--- config.mk ---
export PLATFORM = sky130hd
export DESIGN_NAME = s_mem_arbiter_flat
export DESIGN_NICKNAME = d
export VERILOG_FILES = /design/src/rtl/s_mem_arbiter_pkg.sv /design/src/rtl/s_mem_arbiter_if.sv /design/src/rtl/s_mem_arbiter_rr_pick.sv /design/src/rtl/s_mem_arbiter.sv /design/src/flat_wrapper.sv
export SDC_FILE = /design/constraint.sdc
export NUM_CORES = 1
export LEC_CHECK = 0
export ABC_AREA = 1
export CAP_MARGIN = 5
export CORE_MARGIN = 2
export CORE_UTILIZATION = 37
export DETAILED_ROUTE_END_ITERATION = 10
export PLACE_DENSITY = 0.87
export SLEW_MARGIN = 20
export SYNTH_ARGS = -nofsm -noshare
export SYNTH_HDL_FRONTEND = slang
export SYNTH_HIERARCHICAL = 1
export SYNTH_SLANG_ARGS = --single-unit
--- constraint.sdc ---
create_clock -name clk_i -period 2.8 [get_ports clk_i]
set_clock_uncertainty 0.05 [all_clocks]
set_input_delay 0.56 -clock clk_i [delete_from_list [all_inputs] [get_ports clk_i]]
set_output_delay 0.56 -clock clk_i [all_outputs]
set_load 0.01 [all_outputs]
--- src/rtl/s_mem_arbiter_pkg.sv ---
// Shared types and sizes for the RC4 S-memory arbiter.
// Requester indices are fixed: 0 = initializer, 1 = KSA swapper, 2 = PRGA decrypter.
package s_mem_pkg;

    localparam int N_REQ  = 3;
    localparam int ADDR_W = 8;
    localparam int DATA_W = 8;
    localparam int IDX_W  = (N_REQ > 1) ? $clog2(N_REQ) : 1;

    localparam int REQ_INIT = 0;
    localparam int REQ_KSA  = 1;
    localparam int REQ_PRGA = 2;

    typedef enum logic {
        ARB_IDLE,
        ARB_GRANT
    } arb_state_t;

    typedef logic [N_REQ-1:0] req_vec_t;
    typedef logic [IDX_W-1:0] req_idx_t;

    // One slot of the read-return pipeline: which requester the data belongs to.
    typedef struct packed {
        logic     valid;
        req_idx_t idx;
    } rd_tag_t;

    function automatic req_idx_t next_idx(input req_idx_t idx);
        return (idx == req_idx_t'(N_REQ - 1)) ? '0 : idx + 1'b1;
    endfunction

    function automatic req_vec_t idx_to_onehot(input req_idx_t idx);
        return req_vec_t'(1) << idx;
    endfunction

endpackage

--- src/rtl/s_mem_arbiter_if.sv ---
// Requester-side bus of the S-memory arbiter: flattened per-requester strobes plus
// the grant and the broadcast read-return channel.
interface s_mem_arbiter_if;
    import s_mem_pkg::*;

    req_vec_t                  req;
    logic [N_REQ*ADDR_W-1:0]   req_addr;
    logic [N_REQ*DATA_W-1:0]   req_wdata;
    req_vec_t                  req_wren;
    req_vec_t                  req_rden;
    req_vec_t                  gnt;
    logic [DATA_W-1:0]         rdata;
    req_vec_t                  rvalid;

    modport master (
        output req, req_addr, req_wdata, req_wren, req_rden,
        input  gnt, rdata, rvalid
    );

    modport slave (
        input  req, req_addr, req_wdata, req_wren, req_rden,
        output gnt, rdata, rvalid
    );

endinterface

--- src/rtl/s_mem_arbiter_rr_pick.sv ---
// Circular priority pick: first set request at or after ptr_i, wrapping at N_REQ.
module s_mem_arbiter_rr_pick
    import s_mem_pkg::*;
(
    input  req_vec_t req_i,
    input  req_idx_t ptr_i,
    output logic     any_o,
    output req_vec_t onehot_o,
    output req_idx_t idx_o
);

    int unsigned cand;

    always_comb begin
        // NOTE: every output gets a default first so no path through the loop
        // leaves a value unassigned and infers a latch.
        any_o = 1'b0;
        idx_o = '0;
        cand  = 0;
        for (int i = 0; i < N_REQ; i++) begin
            cand = int'(ptr_i) + i;
            if (cand >= N_REQ) begin
                cand = cand - N_REQ;
            end
            if (!any_o && req_i[cand]) begin
                any_o = 1'b1;
                idx_o = req_idx_t'(cand);
            end
        end
        onehot_o = any_o ? idx_to_onehot(idx_o) : '0;
    end

endmodule

--- src/rtl/s_mem_arbiter.sv ---
// Single-port S-memory arbiter: burst-locked round-robin grant, owner mux onto the
// RAM, and a tag pipeline that routes read data back to whoever issued the read.
module s_mem_arbiter
    import s_mem_pkg::*;
#(
    parameter int RD_LAT = 1
) (
    input  logic              clk_i,
    input  logic              rst_i,
    s_mem_arbiter_if.slave    bus,
    output logic [ADDR_W-1:0] mem_address_o,
    output logic [DATA_W-1:0] mem_data_o,
    output logic              mem_wren_o,
    input  logic [DATA_W-1:0] mem_q_i
);

    arb_state_t state_q, state_d;
    req_idx_t   owner_q, owner_d;
    req_idx_t   ptr_q,   ptr_d;
    req_vec_t   gnt_q,   gnt_d;

    logic       pick_any;
    req_vec_t   pick_onehot;
    req_idx_t   pick_idx;

    logic       owner_active;
    logic       rd_push;
    rd_tag_t    tag_q [RD_LAT];

    s_mem_arbiter_rr_pick u_pick (
        .req_i    (bus.req),
        .ptr_i    (ptr_q),
        .any_o    (pick_any),
        .onehot_o (pick_onehot),
        .idx_o    (pick_idx)
    );

    // Grant FSM: an owner keeps the RAM until it drops req; handover is immediate.
    always_comb begin
        state_d = state_q;
        owner_d = owner_q;
        ptr_d   = ptr_q;
        gnt_d   = gnt_q;
        case (state_q)
            ARB_IDLE: begin
                if (pick_any) begin
                    state_d = ARB_GRANT;
                    owner_d = pick_idx;
                    gnt_d   = pick_onehot;
                    ptr_d   = next_idx(pick_idx);
                end
            end
            ARB_GRANT: begin
                if (!bus.req[owner_q]) begin
                    if (pick_any) begin
                        owner_d = pick_idx;
                        gnt_d   = pick_onehot;
                        ptr_d   = next_idx(pick_idx);
                    end else begin
                        state_d = ARB_IDLE;
                        gnt_d   = '0;
                    end
                end
            end
            default: begin
                state_d = ARB_IDLE;
                gnt_d   = '0;
            end
        endcase
    end

    // NOTE: sequential state uses non-blocking assignments only, so every flop
    // samples the pre-edge value of its neighbours regardless of block order.
    always_ff @(posedge clk_i) begin
        if (rst_i) begin
            state_q <= ARB_IDLE;
            owner_q <= '0;
            ptr_q   <= '0;
            gnt_q   <= '0;
        end else begin
            state_q <= state_d;
            owner_q <= owner_d;
            ptr_q   <= ptr_d;
            gnt_q   <= gnt_d;
        end
    end

    assign owner_active = gnt_q[owner_q];
    assign rd_push      = owner_active & bus.req_rden[owner_q];

    always_comb begin
        mem_address_o = '0;
        mem_data_o    = '0;
        mem_wren_o    = 1'b0;
        if (owner_active) begin
            mem_address_o = bus.req_addr [int'(owner_q)*ADDR_W +: ADDR_W];
            mem_data_o    = bus.req_wdata[int'(owner_q)*DATA_W +: DATA_W];
            // A reset cycle must never corrupt the S table, even mid-burst.
            mem_wren_o    = bus.req_wren[owner_q] & ~rst_i;
        end
    end

    // Tags ride alongside the RAM latency so returns survive a grant handover.
    always_ff @(posedge clk_i) begin
        if (rst_i) begin
            for (int i = 0; i < RD_LAT; i++) begin
                tag_q[i] <= '0;
            end
        end else begin
            tag_q[0] <= '{valid: rd_push, idx: owner_q};
            for (int i = 1; i < RD_LAT; i++) begin
                tag_q[i] <= tag_q[i-1];
            end
        end
    end

    assign bus.gnt    = gnt_q;
    assign bus.rdata  = mem_q_i;
    assign bus.rvalid = (tag_q[RD_LAT-1].valid && !rst_i) ? idx_to_onehot(tag_q[RD_LAT-1].idx) : '0;

endmodule

--- src/flat_wrapper.sv ---
// flat-port wrapper written by rule: the top's interface ports become plain ports
module s_mem_arbiter_flat import s_mem_pkg::*;
#(
    parameter int RD_LAT = 1
)
  (clk_i, rst_i, mem_address_o, mem_data_o, mem_wren_o, mem_q_i, bus_req, bus_req_addr, bus_req_wdata, bus_req_wren, bus_req_rden, bus_gnt, bus_rdata, bus_rvalid);
  s_mem_arbiter_if bus_i ();
  input  logic clk_i;
  input  logic rst_i;
  output logic [ADDR_W-1:0] mem_address_o;
  output logic [DATA_W-1:0] mem_data_o;
  output logic mem_wren_o;
  input  logic [DATA_W-1:0] mem_q_i;
  input wire logic [$bits(bus_i.req)-1:0] bus_req;
  input wire logic [$bits(bus_i.req_addr)-1:0] bus_req_addr;
  input wire logic [$bits(bus_i.req_wdata)-1:0] bus_req_wdata;
  input wire logic [$bits(bus_i.req_wren)-1:0] bus_req_wren;
  input wire logic [$bits(bus_i.req_rden)-1:0] bus_req_rden;
  output wire logic [$bits(bus_i.gnt)-1:0] bus_gnt;
  output wire logic [$bits(bus_i.rdata)-1:0] bus_rdata;
  output wire logic [$bits(bus_i.rvalid)-1:0] bus_rvalid;
  assign bus_i.req = bus_req;
  assign bus_i.req_addr = bus_req_addr;
  assign bus_i.req_wdata = bus_req_wdata;
  assign bus_i.req_wren = bus_req_wren;
  assign bus_i.req_rden = bus_req_rden;
  assign bus_gnt = bus_i.gnt;
  assign bus_rdata = bus_i.rdata;
  assign bus_rvalid = bus_i.rvalid;
  s_mem_arbiter #(.RD_LAT(RD_LAT)) u_core (.clk_i(clk_i), .rst_i(rst_i), .bus(bus_i), .mem_address_o(mem_address_o), .mem_data_o(mem_data_o), .mem_wren_o(mem_wren_o), .mem_q_i(mem_q_i));
endmodule
==> results.json, run 1 <==
{
  "core_area_um2": 3360,
  "async_flop_share": 0,
  "syn_nets": 305,
  "drc_errors": 0,
  "ys_seq_area_frac": 0.170,
  "grt_pass1_wl_mm": 6.75,
  "rsz0062_at_grt": "false",
  "synthFlopType": "dfxtp_1",
  "period_share": 0.904,
  "num_vias": 1707,
  "hp-class": "reg -> reg",
  "die_height_um": 63.2,
  "detail_route.wl_per_cell_um": 11.9,
  "via_per_inst": 4.79,
  "grt.overflow.total": 0,
  "numCtsBuffers": 3,
  "path_clk_slew_ns": 0.06,
  "areaGrowthSynthToFinish_pct": 64.5,
  "grt_pass1_vias": 1483,
  "drive_above_1_share": 0.103,
  "cp_max_fo": 16,
  "dr.pass1.iters": 4,
  "synth-edff-count": 0,
  "ant_nets": 0,
  "ios": 98,
  "syn_inst": 235,
  "worstPathArrival_ns": 1.92,
  "max_cap_viol_count": 0,
  "finalWeightedCongestion": 0.836,
  "antenna_found_initial": 0,
  "hold_viol": 0,
  "synth_area_um2": 1300,
  "rows": 21,
  "ys_types": 27,
  "fmax_mhz": 395,
  "start_util": 0.386,
  "yosys_warnings": 6,
  "layout_min_cycle_time_ns": 2.53,
  "dieArea_um2": 4000,
  "die_x_um": 63.2,
  "cts_sinks": 11,
  "critPathLaunchType": "flop",
  "grt_start_max_net_pins": 21,
  "cts_buffer_depth": 2,
  "hold_slack_ns": 0.453,
  "synth_area_per_cell_um2": 5.53,
  "required_ns": 2.19,
  "drv_slew": 0,
  "cts_tree": "built",
  "ir_worst_vdd_v": 0.000645,
  "io_buffers": 81,
  "crit_type": "reg -> out",
  "ctsHoldBuffers": 0,
  "endpoint_kind": "output port",
  "maxSlewHeadroom": 0.771,
  "nets": 381,
  "status": "finished, final reports clean",
  "dpl.hpwl_mm": 3.34,
  "clkLatencyLatePin_ns": 0.26,
  "p_per_area_nw_per_um2": 872,
  "htreeDepth": 1,
  "setup_viol": 0,
  "tightest_slew_ns": 0.343,
  "leakagePower_uw": 0.00100,
  "tns_ns": 0,
  "grt_use_total": 0.204,
  "cts-resized-gates": 0,
  "ys_ff_latch": 11,
  "cts-root-buf": "clkbuf_4",
  "wirelength_mm": 4.23,
  "dr.first_iter.drc_count": 58,
  "cts_setup_buffers": 0,
  "n_antenna_cell": 0
}
## area by class of cell
| cell class | instances | area, um^2 |
|---|---|---|
| multi-input cells | 171 | 822 |
| well taps | 46 | 57.6 |
| repair buffers | 91 | 886 |
| clock buffers | 4 | 26.3 |
| flip-flops and latches | 11 | 220 |
| inverters | 33 | 124 |
| fillers | 323 | 1230 |
## placed cells by master (no fill, tap or decap), types with 2 or more instances in the layout
cell	n
clkbuf_4	3
nor3_1	2
or2_2	2
inv_1	27
a21oi_2	2
a2bb2oi_1	2
dfxtp_1	11
nand3_1	12
o21ai_0	27
clkdlybuf4s50_1	81
nand4_1	2
nand2_1	63
inv_2	6
nand2_2	4
o21ai_1	8
a21oi_1	8
ha_1	3
buf_4	10
nor2_1	29
## logic make-up (layout without fill, tap and decap cells)
| group | Yosys count | count (layout) | share of synthesized area |
|---|---|---|---|
| fa+ha+maj | 3 | 3 | 0.0289 |
| buf+inv | 53 | 128 | 0.197 |
| compound gates | 50 | 50 | 0.219 |
| flops | 11 | 11 | 0.170 |
| simple gates | 118 | 118 | 0.385 |
## report_power, final
group,internal (uW),switching (uW),leakage (uW)
clock network,55.0,47.7,0.0000150
registers,211,46.8,0.0000903
logic,710,793,0.000899
total,976,888,0.00100
## registers in the layout (all words and copies together) (netlist names)
name	flops
u_core/ptr_q	2
u_core/bus.gnt	3
u_core/owner_q	2
u_core/tag_q	3
u_core/state_q	1
## path summary, 6_finish.rpt
path	from	to	slack, ns	cells past startpoint
worst max-delay path	u_core/owner_q[0]$_SDFFE_PP0P_	mem_wren_o	0.27	5
worst min-delay path	u_core/bus.gnt[2]$_SDFFE_PP0P_	u_core/bus.gnt[2]$_SDFFE_PP0P_	0.45	2
worst max register to register	u_core/ptr_q[0]$_SDFFE_PP0P_	u_core/bus.gnt[1]$_SDFFE_PP0P_	0.74	11
worst min register to register	u_core/bus.gnt[2]$_SDFFE_PP0P_	u_core/bus.gnt[2]$_SDFFE_PP0P_	0.45	2
## per-stage QoR
stage	std cells	power (uW)	util	setup slack (ns)	area, um^2
finish	356	1860	0.635	0.268	2140
floorplan	235	1200	-	0.981	1300
global route	356	2040	0.635	0.123	2140
global placement	349	1680	0.621	0.283	2090
CTS	353	1820	0.628	0.127	2110
detailed placement	349	1710	0.621	0.262	2090
## critical path, cell delays in order, from the launching register on
cell and delay [ns]:
dfxtp_1 0.47, buf_4 0.26, o21ai_0 0.12, a2bb2oi_1 0.14
nor2_1 0.10, clkdlybuf4s50_1 0.56
## Yosys cell counts (3+ instances only)
cell | instances | area, um^2
o21ai_0 | 27 | 135
dfxtp_1 | 11 | 220
buf_2 | 4 | 20.0
buf_4 | 12 | 90.1
nand3_1 | 12 | 60.1
o21ai_1 | 8 | 40.0
inv_2 | 6 | 22.5
ha_1 | 3 | 37.5
inv_1 | 27 | 101
clkbuf_1 | 3 | 11.3
nand2_2 | 4 | 25.0
a21oi_1 | 8 | 40.0
nand2_1 | 63 | 236
nor2_1 | 29 | 109
## routing by layer
layer / share of wire / up-vias / global-route usage
met1: 0.42 / 765 / 0.239
met4: 0.011 / 0 / 0.0408
met5: 0 / - / 0
li1: - / 878 / -
met3: 0.079 / 8 / 0.0518
met2: 0.49 / 56 / 0.374
No activity file was read; power rests on OpenSTA's default activity.
==> inputs of run 2 (changes only) <==
Settings changed: HOLD_SLACK_MARGIN set to 0.05.
==> results of run 2 <==
Same layout as run 1: the final DEF is identical, and so are final timing and power.
==> inputs of run 3 (changes only) <==
Settings changed: CTS_CLUSTER_DIAMETER set to 40, RECOVER_POWER set to 50.
==> results.json, run 3 (synthesis results as in run 1) <==
{
  "num_vias": 1711,
  "n_antenna_cell": 0,
  "ir_worst_vdd_v": 0.000635,
  "detail_route.wl_per_cell_um": 11.9,
  "path_clk_slew_ns": 0.06,
  "hold_viol": 0,
  "grt.overflow.total": 0,
  "sw_frac_of_total": 0.480,
  "critPathLaunchType": "flop",
  "cts_buffer_depth": 2,
  "drv_slew": 0,
  "max_cap_viol_count": 0,
  "p_per_area_nw_per_um2": 869,
  "status": "finished, final reports clean",
  "dpl.hpwl_mm": 3.34,
  "crit_type": "reg -> out",
  "p_switching_uw": 888,
  "mostFrequentLayoutCells": "clkdlybuf4s50_1 (77), nand2_1 (63), nor2_1 (29), inv_1 (27), o21ai_0 (27)",
  "period_share": 0.903,
  "rows": 21,
  "clkLatencyLatePin_ns": 0.26,
  "setup_viol": 0,
  "cts_sinks": 11,
  "die_height_um": 63.2,
  "die_x_um": 63.2,
  "regArea_um2": 220,
  "htreeDepth": 1,
  "grt_pass1_wl_mm": 6.75,
  "pwr-share-seq": 0.139,
  "via_per_inst": 4.81,
  "core_area_um2": 3360,
  "cp_max_fo": 20,
  "fillers": 323,
  "numCtsBuffers": 3,
  "wl_met3_um": 363,
  "fin_ws_ns": 0.272,
  "hp-class": "reg -> reg",
  "io_buffers": 81,
  "dp_slack_ns": 0.262,
  "start_util": 0.386,
  "worstPathArrival_ns": 1.92,
  "p_int_uw": 961,
  "cts-root-buf": "clkbuf_4",
  "multi_input_area_um2": 822,
  "maxSlewHeadroom": 0.716,
  "endpoint_kind": "output port",
  "grt_pass1_vias": 1483,
  "slowest_delay_ns": 0.52,
  "top_layer_used": "met4",
  "final_common_cell": "clkdlybuf4s50_1",
  "areaGrowthSynthToFinish_pct": 63.9,
  "required_ns": 2.19,
  "wirelength_mm": 4.23,
  "nets": 381,
  "dr.pass1.iters": 4,
  "path_buf_inv": 4,
  "grt_use_total": 0.204,
  "combPwrFrac": 0.805,
  "tightest_slew_ns": 0.426,
  "dr.first_iter.drc_count": 68,
  "wl_met1_mm": 1.73,
  "dieArea_um2": 4000,
  "grt_start_max_net_pins": 21,
  "cts_tree": "built",
  "met2_length_mm": 2.08,
  "fmax_mhz": 396,
  "ios": 98,
  "layout_min_cycle_time_ns": 2.53,
  "critPathSlowestCell": "clkdlybuf4s50_1",
  "tns_ns": 0,
  "drive_above_1_share": 0.0968,
  "antenna_found_initial": 0,
  "finalWeightedCongestion": 0.836,
  "p_clk_frac": 0.056,
  "final_util": 0.633,
  "ant_nets": 0,
  "cp_cell_sequence": "inv_1 > buf_4 > nor2_1 > o21ai_0 > nand2_1 > inv_1 > clkdlybuf4s50_1",
  "leakagePower_uw": 0.00101,
  "critical_path.top_delay_family": "buffers and inverters",
  "critPathMostFrequentCell": "inv_1",
  "drc_errors": 0,
  "rsz0062_at_grt": "false"
}
-- run 3: changes by cell type in the layout (fill, tap and decap cells not counted), sizes merged --
cell	delta
clkdlybuf4s50	-4
dlygate4sd3	+4
buf	-2
clkbuf	+2
-- run 3: final timing paths --
| check | slack (ns) | start | cells after the start | endpoint |
|---|---|---|---|---|
| hold / removal | 0.45 | u_core/bus.gnt[2]$_SDFFE_PP0P_ | 2 | u_core/bus.gnt[2]$_SDFFE_PP0P_ |
| hold reg to reg | 0.45 | u_core/bus.gnt[2]$_SDFFE_PP0P_ | 2 | u_core/bus.gnt[2]$_SDFFE_PP0P_ |
| setup / recovery | 0.27 | u_core/owner_q[0]$_SDFFE_PP0P_ | 7 | mem_address_o[7] |
| setup reg to reg | 0.74 | u_core/ptr_q[0]$_SDFFE_PP0P_ | 9 | u_core/bus.gnt[1]$_SDFFE_PP0P_ |
-- run 3: repair_timing --
item	4_1_cts	5_1_grt
gates resized for setup	0	0
buffers inserted	0	3
hold buffers	0	0
setup endpoints to repair	0	3
-- run 3: per-stage QoR --
stage | instance area [um^2] | hold slack [ns] | power (uW) | cells
after floorplan | 1300 | 0.430 | 1200 | 235
after global placement | 2090 | 0.428 | 1680 | 349
after detailed placement | 2090 | 0.438 | 1710 | 349
after CTS | 2110 | 0.449 | 1820 | 353
after global routing | 2130 | 0.488 | 2020 | 356
final | 2130 | 0.453 | 1850 | 356
-- run 3: worst min-delay path, cell delays in order, from the launching register on --
cell,delay [ns]
dfxtp_1,0.33
nand2_1,0.07
a21oi_1,0.05
-- run 3: layout make-up --
type,count,area share
Timing Repair Buffer,91,0.413
Multi-Input combinational cell,171,0.386
Sequential cell,11,0.103
Inverter,33,0.0582
Tap cell,46,0.0270
Clock buffer,4,0.0123
-- run 3: power by group through the flow --
stage	Clock [uW]	Sequential, uW	Combinational, uW
floorplan	0	251	946
global route	121	266	1630
finish	104	257	1490
detailed placement	0	262	1440
CTS	108	259	1450
global placement	0	261	1410
-- run 3: routing by layer --
metal,GRT usage,vias up
met1,0.239,760
met4,0.0408,0
li1,-,878
met3,0.0518,8
met2,0.374,65
met5,0,-
